===== src/rtl/spi_channel_router.sv =====
// Shared SPI bus router: synchronises pad SCK/PICO/CS into sys_clock_i, grants one
// enabled channel at a time, muxes POCI back to the pad and counts CS conflicts.
module spi_channel_router #(
    parameter int N_CH        = 4,
    parameter int SYNC_STAGES = 2,
    parameter int ERR_W       = 8
) (
    input  logic                    sys_clock_i,
    input  logic                    rst_ni,
    input  logic                    spi_clock_i,
    input  logic                    spi_pico_i,
    input  logic [N_CH-1:0]         spi_cs_ni,
    output logic                    spi_poci_o,
    output logic                    spi_poci_oeb_o,
    input  logic [N_CH-1:0]         ch_enable_i,
    output logic                    ch_spi_clock_o,
    output logic                    ch_spi_pico_o,
    output logic [N_CH-1:0]         ch_spi_cs_no,
    input  logic [N_CH-1:0]         ch_spi_poci_i,
    output logic [$clog2(N_CH)-1:0] active_ch_o,
    output logic                    busy_o,
    output logic                    conflict_o,
    output logic [ERR_W-1:0]        conflict_count_o,
    input  logic                    clear_i
);
    localparam int IDX_W = $clog2(N_CH);

    typedef enum logic [1:0] {S_IDLE, S_ACTIVE, S_CONFLICT, S_DRAIN} state_t;

    state_t                          r_state;
    state_t                          w_state_next;
    logic [SYNC_STAGES-1:0]          r_sck_sync;
    logic [SYNC_STAGES-1:0]          r_pico_sync;
    logic [SYNC_STAGES-1:0][N_CH-1:0] r_cs_sync;
    logic                            r_sck_align;
    logic                            r_pico_align;
    logic [N_CH-1:0]                 r_cs_out;
    logic [N_CH-1:0]                 r_req_prev;
    logic [IDX_W-1:0]                r_active;
    logic                            r_conflict;
    logic [ERR_W-1:0]                r_count;

    logic [N_CH-1:0]                 w_cs_sync;
    logic [N_CH-1:0]                 w_req;
    logic [N_CH-1:0]                 w_rise;
    logic [N_CH-1:0]                 w_active_mask;
    logic [N_CH-1:0]                 w_next_mask;
    logic [IDX_W-1:0]                w_req_idx;
    logic [IDX_W-1:0]                w_grant_idx;
    logic                            w_req_one;
    logic                            w_load;
    logic                            w_event;
    logic                            w_busy;

    always_ff @(posedge sys_clock_i or negedge rst_ni) begin
        if (!rst_ni) begin
            r_sck_sync   <= '0;
            r_pico_sync  <= '0;
            r_cs_sync    <= '1;
            r_sck_align  <= 1'b0;
            r_pico_align <= 1'b0;
        end else begin
            r_sck_sync   <= {r_sck_sync[SYNC_STAGES-2:0], spi_clock_i};
            r_pico_sync  <= {r_pico_sync[SYNC_STAGES-2:0], spi_pico_i};
            r_cs_sync    <= {r_cs_sync[SYNC_STAGES-2:0], spi_cs_ni};
            // Extra stage keeps SCK/PICO in step with the registered CS outputs.
            r_sck_align  <= r_sck_sync[SYNC_STAGES-1];
            r_pico_align <= r_pico_sync[SYNC_STAGES-1];
        end
    end

    assign w_cs_sync = r_cs_sync[SYNC_STAGES-1];
    assign w_req     = ~w_cs_sync & ch_enable_i;
    assign w_req_one = (w_req != '0) && ((w_req & (w_req - N_CH'(1))) == '0);
    assign w_rise    = w_req & ~r_req_prev & ~w_active_mask;

    always_comb begin
        w_req_idx = '0;
        for (int i = 0; i < N_CH; i++) begin
            if (w_req[i]) w_req_idx = IDX_W'(i);
        end
    end

    genvar gi;
    generate
        for (gi = 0; gi < N_CH; gi++) begin : g_mask
            assign w_active_mask[gi] = (r_active == IDX_W'(gi));
            assign w_next_mask[gi]   = (w_grant_idx == IDX_W'(gi));
        end
    endgenerate

    always_comb begin
        w_state_next = r_state;
        w_load       = 1'b0;
        w_event      = 1'b0;
        case (r_state)
            S_IDLE: begin
                if (w_req_one) begin
                    w_state_next = S_ACTIVE;
                    w_load       = 1'b1;
                end else if (w_req != '0) begin
                    w_state_next = S_CONFLICT;
                    w_event      = 1'b1;
                end
            end
            S_ACTIVE: begin
                // Losing the request with pad CS still low means the enable was pulled.
                if (!w_req[r_active]) begin
                    w_state_next = w_cs_sync[r_active] ? S_IDLE : S_DRAIN;
                end else if (w_rise != '0) begin
                    w_event = 1'b1;
                end
            end
            S_CONFLICT: begin
                if (w_req == '0) w_state_next = S_IDLE;
            end
            S_DRAIN: begin
                if (w_cs_sync[r_active]) w_state_next = S_IDLE;
            end
            default: w_state_next = S_IDLE;
        endcase
    end

    assign w_grant_idx = w_load ? w_req_idx : r_active;

    always_ff @(posedge sys_clock_i or negedge rst_ni) begin
        if (!rst_ni) begin
            r_state    <= S_IDLE;
            r_active   <= '0;
            r_cs_out   <= '1;
            r_req_prev <= '0;
            r_conflict <= 1'b0;
            r_count    <= '0;
        end else begin
            r_state    <= w_state_next;
            r_req_prev <= w_req;
            if (w_load) r_active <= w_req_idx;
            r_cs_out   <= (w_state_next == S_ACTIVE) ? ~w_next_mask : '1;
            // A conflict in the same cycle as clear_i wins and restarts the count at one.
            if (w_event) begin
                r_conflict <= 1'b1;
                if (clear_i)        r_count <= ERR_W'(1);
                else if (~&r_count) r_count <= r_count + ERR_W'(1);
            end else if (clear_i) begin
                r_conflict <= 1'b0;
                r_count    <= '0;
            end
        end
    end

    assign w_busy           = (r_state == S_ACTIVE);
    assign busy_o           = w_busy;
    assign active_ch_o      = r_active;
    assign ch_spi_cs_no     = r_cs_out;
    assign ch_spi_clock_o   = r_sck_align;
    assign ch_spi_pico_o    = r_pico_align;
    assign spi_poci_o       = w_busy ? ch_spi_poci_i[r_active] : 1'b0;
    assign spi_poci_oeb_o   = ~w_busy;
    assign conflict_o       = r_conflict;
    assign conflict_count_o = r_count;

endmodule


===== config.mk =====
export PLATFORM = sky130hd
export DESIGN_NAME = spi_channel_router
export DESIGN_NICKNAME = d
export VERILOG_FILES = /design/src/rtl/spi_channel_router.sv
export SDC_FILE = /design/constraint.sdc
export NUM_CORES = 1
export LEC_CHECK = 0
export CAP_MARGIN = 0
export CORE_MARGIN = 3
export CORE_UTILIZATION = 39
export DETAILED_ROUTE_END_ITERATION = 16
export PLACE_DENSITY = 0.68
export SETUP_SLACK_MARGIN = 0.3
export SLEW_MARGIN = 10
export SYNTH_ARGS = -nofsm -noshare
export SYNTH_HDL_FRONTEND = slang
export SYNTH_SLANG_ARGS = --single-unit

===== constraint.sdc =====
create_clock -name sys_clock_i -period 2.6 [get_ports sys_clock_i]
set_clock_uncertainty 0.2 [all_clocks]
set_input_delay 0.39 -clock sys_clock_i [delete_from_list [all_inputs] [get_ports sys_clock_i]]
set_output_delay 0.39 -clock sys_clock_i [all_outputs]
set_load 0.01 [all_outputs]

==> metrics.md, run 1 <==
| Metric | Value |
|---|---|
| Outcome | finished clean |
| Final period utilization | 92.6% |
| Vias in the first global route | approximately 1.2k |
| Worst Hold Launch | r_cs_sync[3] |
| Clock Latency Late Sink | slightly below 0.3 ns |
| Hold buffer count at CTS | 0 |
| Critical R2R Launch | w_cs_sync[3] |
| Setup TNS | 0 ns |
| Least-Margin Pin Slew | 0.601 ns |
| Die Wd | between 70 and 80 um |
| Power per Cell Area | slightly above 800 nW/um^2 |
| Critical Path AT | 2.42 ns |
| Num CTS Buffers | 5 |
| Area fraction of the dominant cell type after synthesis | roughly a third |
| Critical-path maximum fanout | 6 |
| Internal power | about 1400 uW |
| Crit path from | w_cs_sync[3] |
| Switching Fraction | a little under a third |
| Global Route met3 Usage | approximately 5.7% |
| Max H-tree Level | 2 |
| Pins over their slew limit | 0 |
| Required @ worst endpoint | ~2.6 ns |
| Final Hold Slack | about 0.16 ns |
| Die area | 5030 sq um |
| Combinational power share | 39.2% |
| Mapped Cells | 140 |
| Asr flop ratio synth | 100% |
| DR iter-0 viols | 74 |
| Placer Congestion | around 0.86 |
| Row count | 22 |
| HPWL Detailed | 2530 um |
| Number of vias per cell | between 5 and 6 |
| Relative slew margins | between 50% and 60% |
| CTS Root Cell | clkbuf_8 |
| IO Count | 37 |
| Post-Route WL | roughly 3700 um |
| Initial Util | between 40% and 50% |
| Max Clk Rate | 416 MHz |
| Met1 usage | between 10% and 20% |
| # nets final | 217 |
| Hold Fails Final Rpt | 0 |
| Syn Nets | between 150 and 200 |
| Number of synthesized flops with an enable pin | 0 |
| Sw Pwr | 609 uW |
| Seq/Total Area, Yosys | 54.2% |
| Prevailing post-synth register cell | dfrtp_1 |
| Synth area leader | dfrtp_1 |
| Clock Tree Buf Depth | 2 |
| Worst vdd ir | between 0.0005 and 0.0006 V |
| Syn avg cell area | ~12 sq um |
| Initial antenna violation count | 0 |
| DRC | 0 |
| Max-Cap Viols | 0 |
| Synth top cells by count | 23 x dfrtp_1, 12 x dfstp_2, 9 x a21oi_1 |
| Reg clk slew, reported paths | approximately 0.070 ns |
| Area grow syn2layout | 47.7% |
| Dpl ws | -0.255 ns |
| Number of fill cells | 296 |
| All-Layer GR Usage | roughly 15% |
| Post-Syn Area | between 1500 and 2000 sq um |
| CP startpoint kind | register |
| LEAKAGE | approximately 0.0010 uW |
| Remaining antenna violation count | 0 |
| First-pass GRT wire length | 5820 um |
| Count of buffers from port buffering | 36 |
| Count leader, synth | dfrtp_1 |
| Hold crit path type | reg -> reg |
| Synth unique cells | 42 |
| Drt wl/cell | 14.9 um |
| CP endpoint kind | register |
| Layout cell share with drive strength beyond 1 | 37.5% |
| RSZ-0062 raised after global routing | yes |
| Via count | approximately 1.3k |
| Setup CP Type | reg -> reg |
| Tmin final | 2.41 ns |
| CTS Sinks | 35 |
| Clock share of power | roughly 25% |
| Met2 Usage GRT | 22.9% |
| Die Y | between 70 and 80 um |
| Sequential share of power | approximately 36% |
| Ant. Diodes | 0 |
| Pin count of the biggest net entering global routing | 36 |
| TritonCTS clock tree | yes |
| Ys Warns | 0 |
| Final worst setup slack | about 0.19 ns |
| Detailed Routing Iterations Pass 1 | 4 |
| GRT Max-Usage Layer | met2 |
| Final setup viols | 0 |
| Final core utilization | a little over three fifths |
| Synth top area cells | dfrtp_1 35%, dfstp_2 19%, buf_6 3.4% |
| FF+latch count, synth | 35 |
| Core Box Area | roughly 3900 sq um |
| Remaining global-route overflow | 0 |
[state kept, by name, summed over array words and instances, names as in the netlist, 4 cells and up]
register and count:
ch_spi_cs_no 4, r_req_prev 4, r_cs_sync 4, conflict_count_o 8, w_cs_sync 4
[final timing paths]
path | endpoint | slack, ns | cells past startpoint
hold / removal | w_cs_sync[3] | 0.16 | 0
setup / recovery | conflict_count_o[3] | 0.19 | 6
max in group asynchronous | w_cs_sync[1] | 1.57 | 2
setup reg to reg | conflict_count_o[3] | 0.19 | 6
min in group asynchronous | conflict_count_o[2] | 0.30 | 2
hold reg to reg | w_cs_sync[3] | 0.16 | 0
[through the flow]
step	total power (uW)	instance area [sq um]	instances
3_3_place_gp	1300	2100	230
5_1_grt	2100	2430	248
2_1_floorplan	1060	1650	140
3_5_place_dp	1330	2100	230
4_1_cts	1890	2290	243
6_report	1990	2430	248
[power groups by stage]
stage          Combinational (uW)  Sequential, uW  Clock, uW
4_1_cts                       673             703        512
3_5_place_dp                  589             736          0
3_3_place_gp                  576             728          0
2_1_floorplan                 357             707          0
6_report                      777             708        500
5_1_grt                       843             716        545
[metal layers]
metal | share of wire [%] | wire, um
met5 | 0 | 0
met1 | 40 | 1490
met3 | 8.0 | 295
met4 | 2.3 | 84
met2 | 49 | 1820
[area by class of cell]
| cell class | instances | area [sq um] | share of cell area, % |
|---|---|---|---|
| Clock inverter | 2 | 35.0 | 1.44 |
| Sequential cell | 35 | 893 | 36.8 |
| Tap cell | 48 | 60.1 | 2.47 |
| Multi-Input combinational cell | 86 | 761 | 31.3 |
| Timing Repair Buffer | 61 | 559 | 23.0 |
| Inverter | 10 | 37.5 | 1.55 |
| Clock buffer | 6 | 82.6 | 3.40 |
[timing repair]
action	CTS	global route
endpoints found under the setup margin	9	11
resized for setup	13	25
setup buffers	5	5
hold endpoints to repair	0	0
cloned	0	0
pin swaps	7	8
[cell families after synthesis]
kind of cell | count (synthesis) | synth area share, %
simple gates | 44 | 16.6
compound gates | 36 | 15.5
flops | 35 | 54.2
buf+inv | 19 | 7.38
mux | 4 | 5.02
xor+xnor | 1 | 0.533
fa+ha+maj | 1 | 0.761
[critical path, stage by stage, from the launching register on]
cell	delay, ns
dfstp_2	0.37
or2b_1	0.23
mux4_2	0.49
o31a_1	0.34
buf_6	0.15
or4_4	0.41
a21oi_2	0.14
[layout by cell type, fill, tap and decap left out, types with 2 or more instances in the layout]
master           synthesis  final
a21o_1                   2      2
a21oi_1                  9      7
a21oi_2                  0      2
buf_4                    3     21
buf_6                    5      5
clkbuf_8                 0      6
clkdlybuf4s50_1          0     31
dfrtp_1                 23     21
dfrtp_2                  0      2
dfstp_2                 12     12
dlygate4sd2_1            0      4
inv_1                    8      8
inv_2                    2      2
mux4_2                   2      2
nand2_1                  7      7
nand2b_1                 2      2
nand2b_4                 3      3
nand3_1                  5      5
nor2_1                   6      4
nor2b_1                  5      4
nor3_1                   6      2
nor3_2                   0      2
nor3_4                   0      2
o211ai_1                 3      3
o21ai_0                  2      2
o311ai_1                 3      2
o31ai_1                  4      3
o41ai_1                  3      2
or4_1                    3      2
Power figures use the tool's default switching activity.
==> inputs of run 2 (changes only) <==
- ABC_CLOCK_PERIOD_IN_PS: unset -> 2600
==> results of run 2 <==
No change in the layout: final DEF, timing and power equal those of run 1.
==> inputs of run 3 (changes only) <==
- CTS_CLUSTER_DIAMETER: unset -> 80
- GPL_ROUTABILITY_DRIVEN: unset -> 0
==> run 3 against run 2 <==
First-iteration DRC count increased by 5.4%; non-clock buffer count decreased by 1; count of clock-buffer cells in the layout fell by 1; cell count down 0.40%; hold slack got worse by 0.0013 ns; utilization down 2.3 points; clock power shrank 3%; critical path depth increased by 2; power fell by 3.3%; flip-flop and latch count unchanged; via count decreased by 2.9%; sequential share of layout area rose by 1.4 points; largest power group unchanged.
==> metrics.md, run 3 (synthesis results as in run 1) <==
| Metric | Value |
|---|---|
| Num CTS Buffers | 5 (unchanged) |
| Pin count of the biggest net entering global routing | 36 (unchanged) |
| Power per Cell Area | 820 nW/um^2 (+0.34%) |
| Final period utilization | 90.7% (-1.8 points) |
| Setup TNS | 0 ns (unchanged) |
| Ant. Diodes | 0 (unchanged) |
| Detailed Routing Iterations Pass 1 | 4 (unchanged) |
| DR iter-0 viols | 78 (+5.4%) |
| Met2 Usage GRT | 25.6% (+2.8 points) |
| Most frequent cells in the layout | 31 x clkdlybuf4s50_1, 22 x buf_4, 21 x dfrtp_1 |
| Combinational power share | 37.9% (-1.3 points) |
| Area grow syn2layout | 42.3% |
| Critical Path AT | 2.34 ns (-0.08 ns) |
| Commonest non-fill, non-tap cell in the layout | clkdlybuf4s50_1 |
| Final worst setup slack | 0.241 ns (+0.0473 ns) |
| Initial antenna violation count | 0 (unchanged) |
| Global Route met3 Usage | 4.83% (-0.85 points) |
| CP max-delay cell | dfrtp_2 |
| CTS Sinks | 35 (unchanged) |
| CP endpoint kind | register |
| Sw Pwr | 592 uW (-2.9%) |
| Critical R2R Launch | active_ch_o[0] |
| Outcome | finished clean |
| Row count | 22 (unchanged) |
| Worst Hold Launch | r_cs_sync[0] |
| Least-Margin Pin Slew | 0.449 ns (-0.152 ns) |
| Dpl ws | -0.255 ns (+0.000126 ns) |
| Count of buffers from port buffering | 36 (unchanged) |
| Drt wl/cell | 15.0 um (+0.84%) |
| Internal power | 1330 uW (-3.5%) |
| Remaining global-route overflow | 0 (unchanged) |
| Max H-tree Level | 2 (unchanged) |
| Clock Tree Buf Depth | 2 (unchanged) |
| Reg2reg end | conflict_count_o[0] |
| Required @ worst endpoint | 2.58 ns (-0.04 ns) |
| GRT Max-Usage Layer | met2 |
| Tmin final | 2.36 ns (-0.0473 ns) |
| Max Clk Rate | 424 MHz (+2.0%) |
| Die area | 5030 sq um (unchanged) |
| FF-to-FF setup slack | 0.24 ns (+0.05 ns) |
| Met1 usage | 18.6% (-0.13 points) |
| Pins over their slew limit | 0 (unchanged) |
| Final setup viols | 0 (unchanged) |
| Die Wd | 70.9 um (unchanged) |
| Critical-path maximum fanout | 8 (+2) |
| Max reg flops | 8 (unchanged) |
| RSZ-0062 raised after global routing | yes |
| # nets final | 216 (-0.46%) |
| Post-Route WL | 3700 um (+0.43%) |
| Worst vdd ir | 0.000459 V (-13%) |
| Clock share of power | 25.2% (about the same) |
| Die Y | 70.9 um (unchanged) |
| Via count | 1308 (-2.9%) |
| First-pass GRT wire length | 6030 um (+3.7%) |
| Hold Fails Final Rpt | 0 (unchanged) |
| All-Layer GR Usage | 15.3% (+0.31 points) |
| Worst path bufs/invs | 3 (+2) |
| Switching Fraction | 30.9% (+0.15 points) |
| Hold crit path type | reg -> reg |
| Core Box Area | 3850 sq um (unchanged) |
| Initial Util | 42.7% (unchanged) |
| Critical path's most frequent cell | buf_4 |
| HPWL Detailed | 2560 um (+1.0%) |
| Hold EP | w_cs_sync[0] |
| Number of fill cells | 328 (+11%) |
| DRC | 0 (unchanged) |
| Delay-heaviest family, CP | compound AO/OA/AOI/OAI gates |
| Hold depth | 0 (unchanged) |
| IO Count | 37 (unchanged) |
| Sequential share of power | 36.9% (+1.2 points) |
| Reg2Reg Depth | 8 (+2) |
| Relative slew margins | 70.0% (+10 points) |
| Vias in the first global route | 1304 (+5.2%) |
| CP max stage delay | 0.41 ns (-0.08 ns) |
| LEAKAGE | 0.00102 uW (-1.4%) |
| Reg clk slew, reported paths | 0.07 ns (about the same) |
| CP startpoint kind | register |
| Number of vias per cell | 5.30 (-2.5%) |
| Setup CP Type | reg -> reg |
| CTS Root Cell | clkbuf_8 |
| Critical path cell sequence | buf_6 -> buf_4 -> a211oi_4 -> nor4_4 -> o31a_1 -> buf_4 -> o211a_1 -> a211o_1 |
| Max-Cap Viols | 0 (unchanged) |
| Layout cell share with drive strength beyond 1 | 32.2% (-5.3 points) |
| Remaining antenna violation count | 0 (unchanged) |
| Hold buffer count at CTS | 0 (unchanged) |
| Clock Latency Late Sink | 0.29 ns (about the same) |
| TritonCTS clock tree | yes |
-- run 3: repair_timing --
item,4_1_cts,5_1_grt
pin swaps,6,3
gates cloned,0,0
buffers inserted,1,8
endpoints found under the setup margin,9,10
resized for setup,10,9
-- run 3: how the worst max path moves through the flow --
stage	slack, ns	cells after the start	from	to
after floorplan	0.32	6	ch_enable_i[3]	conflict_count_o[0]
after global placement	-0.19	6	ch_enable_i[3]	conflict_count_o[3]
after detailed placement	-0.25	9	ch_enable_i[3]	conflict_count_o[6]
after CTS	0.21	5	w_cs_sync[3]	conflict_count_o[6]
after global routing	0.16	8	w_cs_sync[3]	conflict_count_o[0]
final	0.24	8	active_ch_o[0]	conflict_count_o[0]
-- run 3: power groups by stage --
stage | combinational [uW] | clock (uW) | sequential, uW
5_1_grt | 790 | 521 | 719
3_5_place_dp | 595 | 0 | 732
6_report | 728 | 484 | 707
3_3_place_gp | 578 | 0 | 728
4_1_cts | 622 | 502 | 708
2_1_floorplan | 357 | 0 | 707
-- run 3: routing by layer --
| layer | share of wire, % | up-vias |
|---|---|---|
| met3 | 6.5 | 8 |
| met4 | 1.9 | 0 |
| met1 | 41 | 617 |
| met5 | 0 | - |
| met2 | 51 | 60 |
| li1 | - | 623 |
-- run 3: per-stage QoR --
step                      area (sq um)  std cells  utilization, %  total power [uW]  hold slack (ns)
after global placement            2110        230            54.8              1310            0.135
after detailed placement          2110        230            54.8              1330            0.136
after global routing              2340        247            60.7              2030            0.160
after CTS                         2250        239            58.3              1830            0.157
after floorplan                   1650        140               -              1060           -0.106
final                             2340        247            60.7              1920            0.156
-- run 3: layout make-up --
type	count	area, sq um	share of cell area (%)
clock buffer	5	68.8	2.94
clock inverter	3	43.8	1.87
inverter	10	37.5	1.60
multi-input combinational	86	689	29.5
sequential	35	893	38.2
tap	48	60.1	2.57
timing repair buffer	60	547	23.4
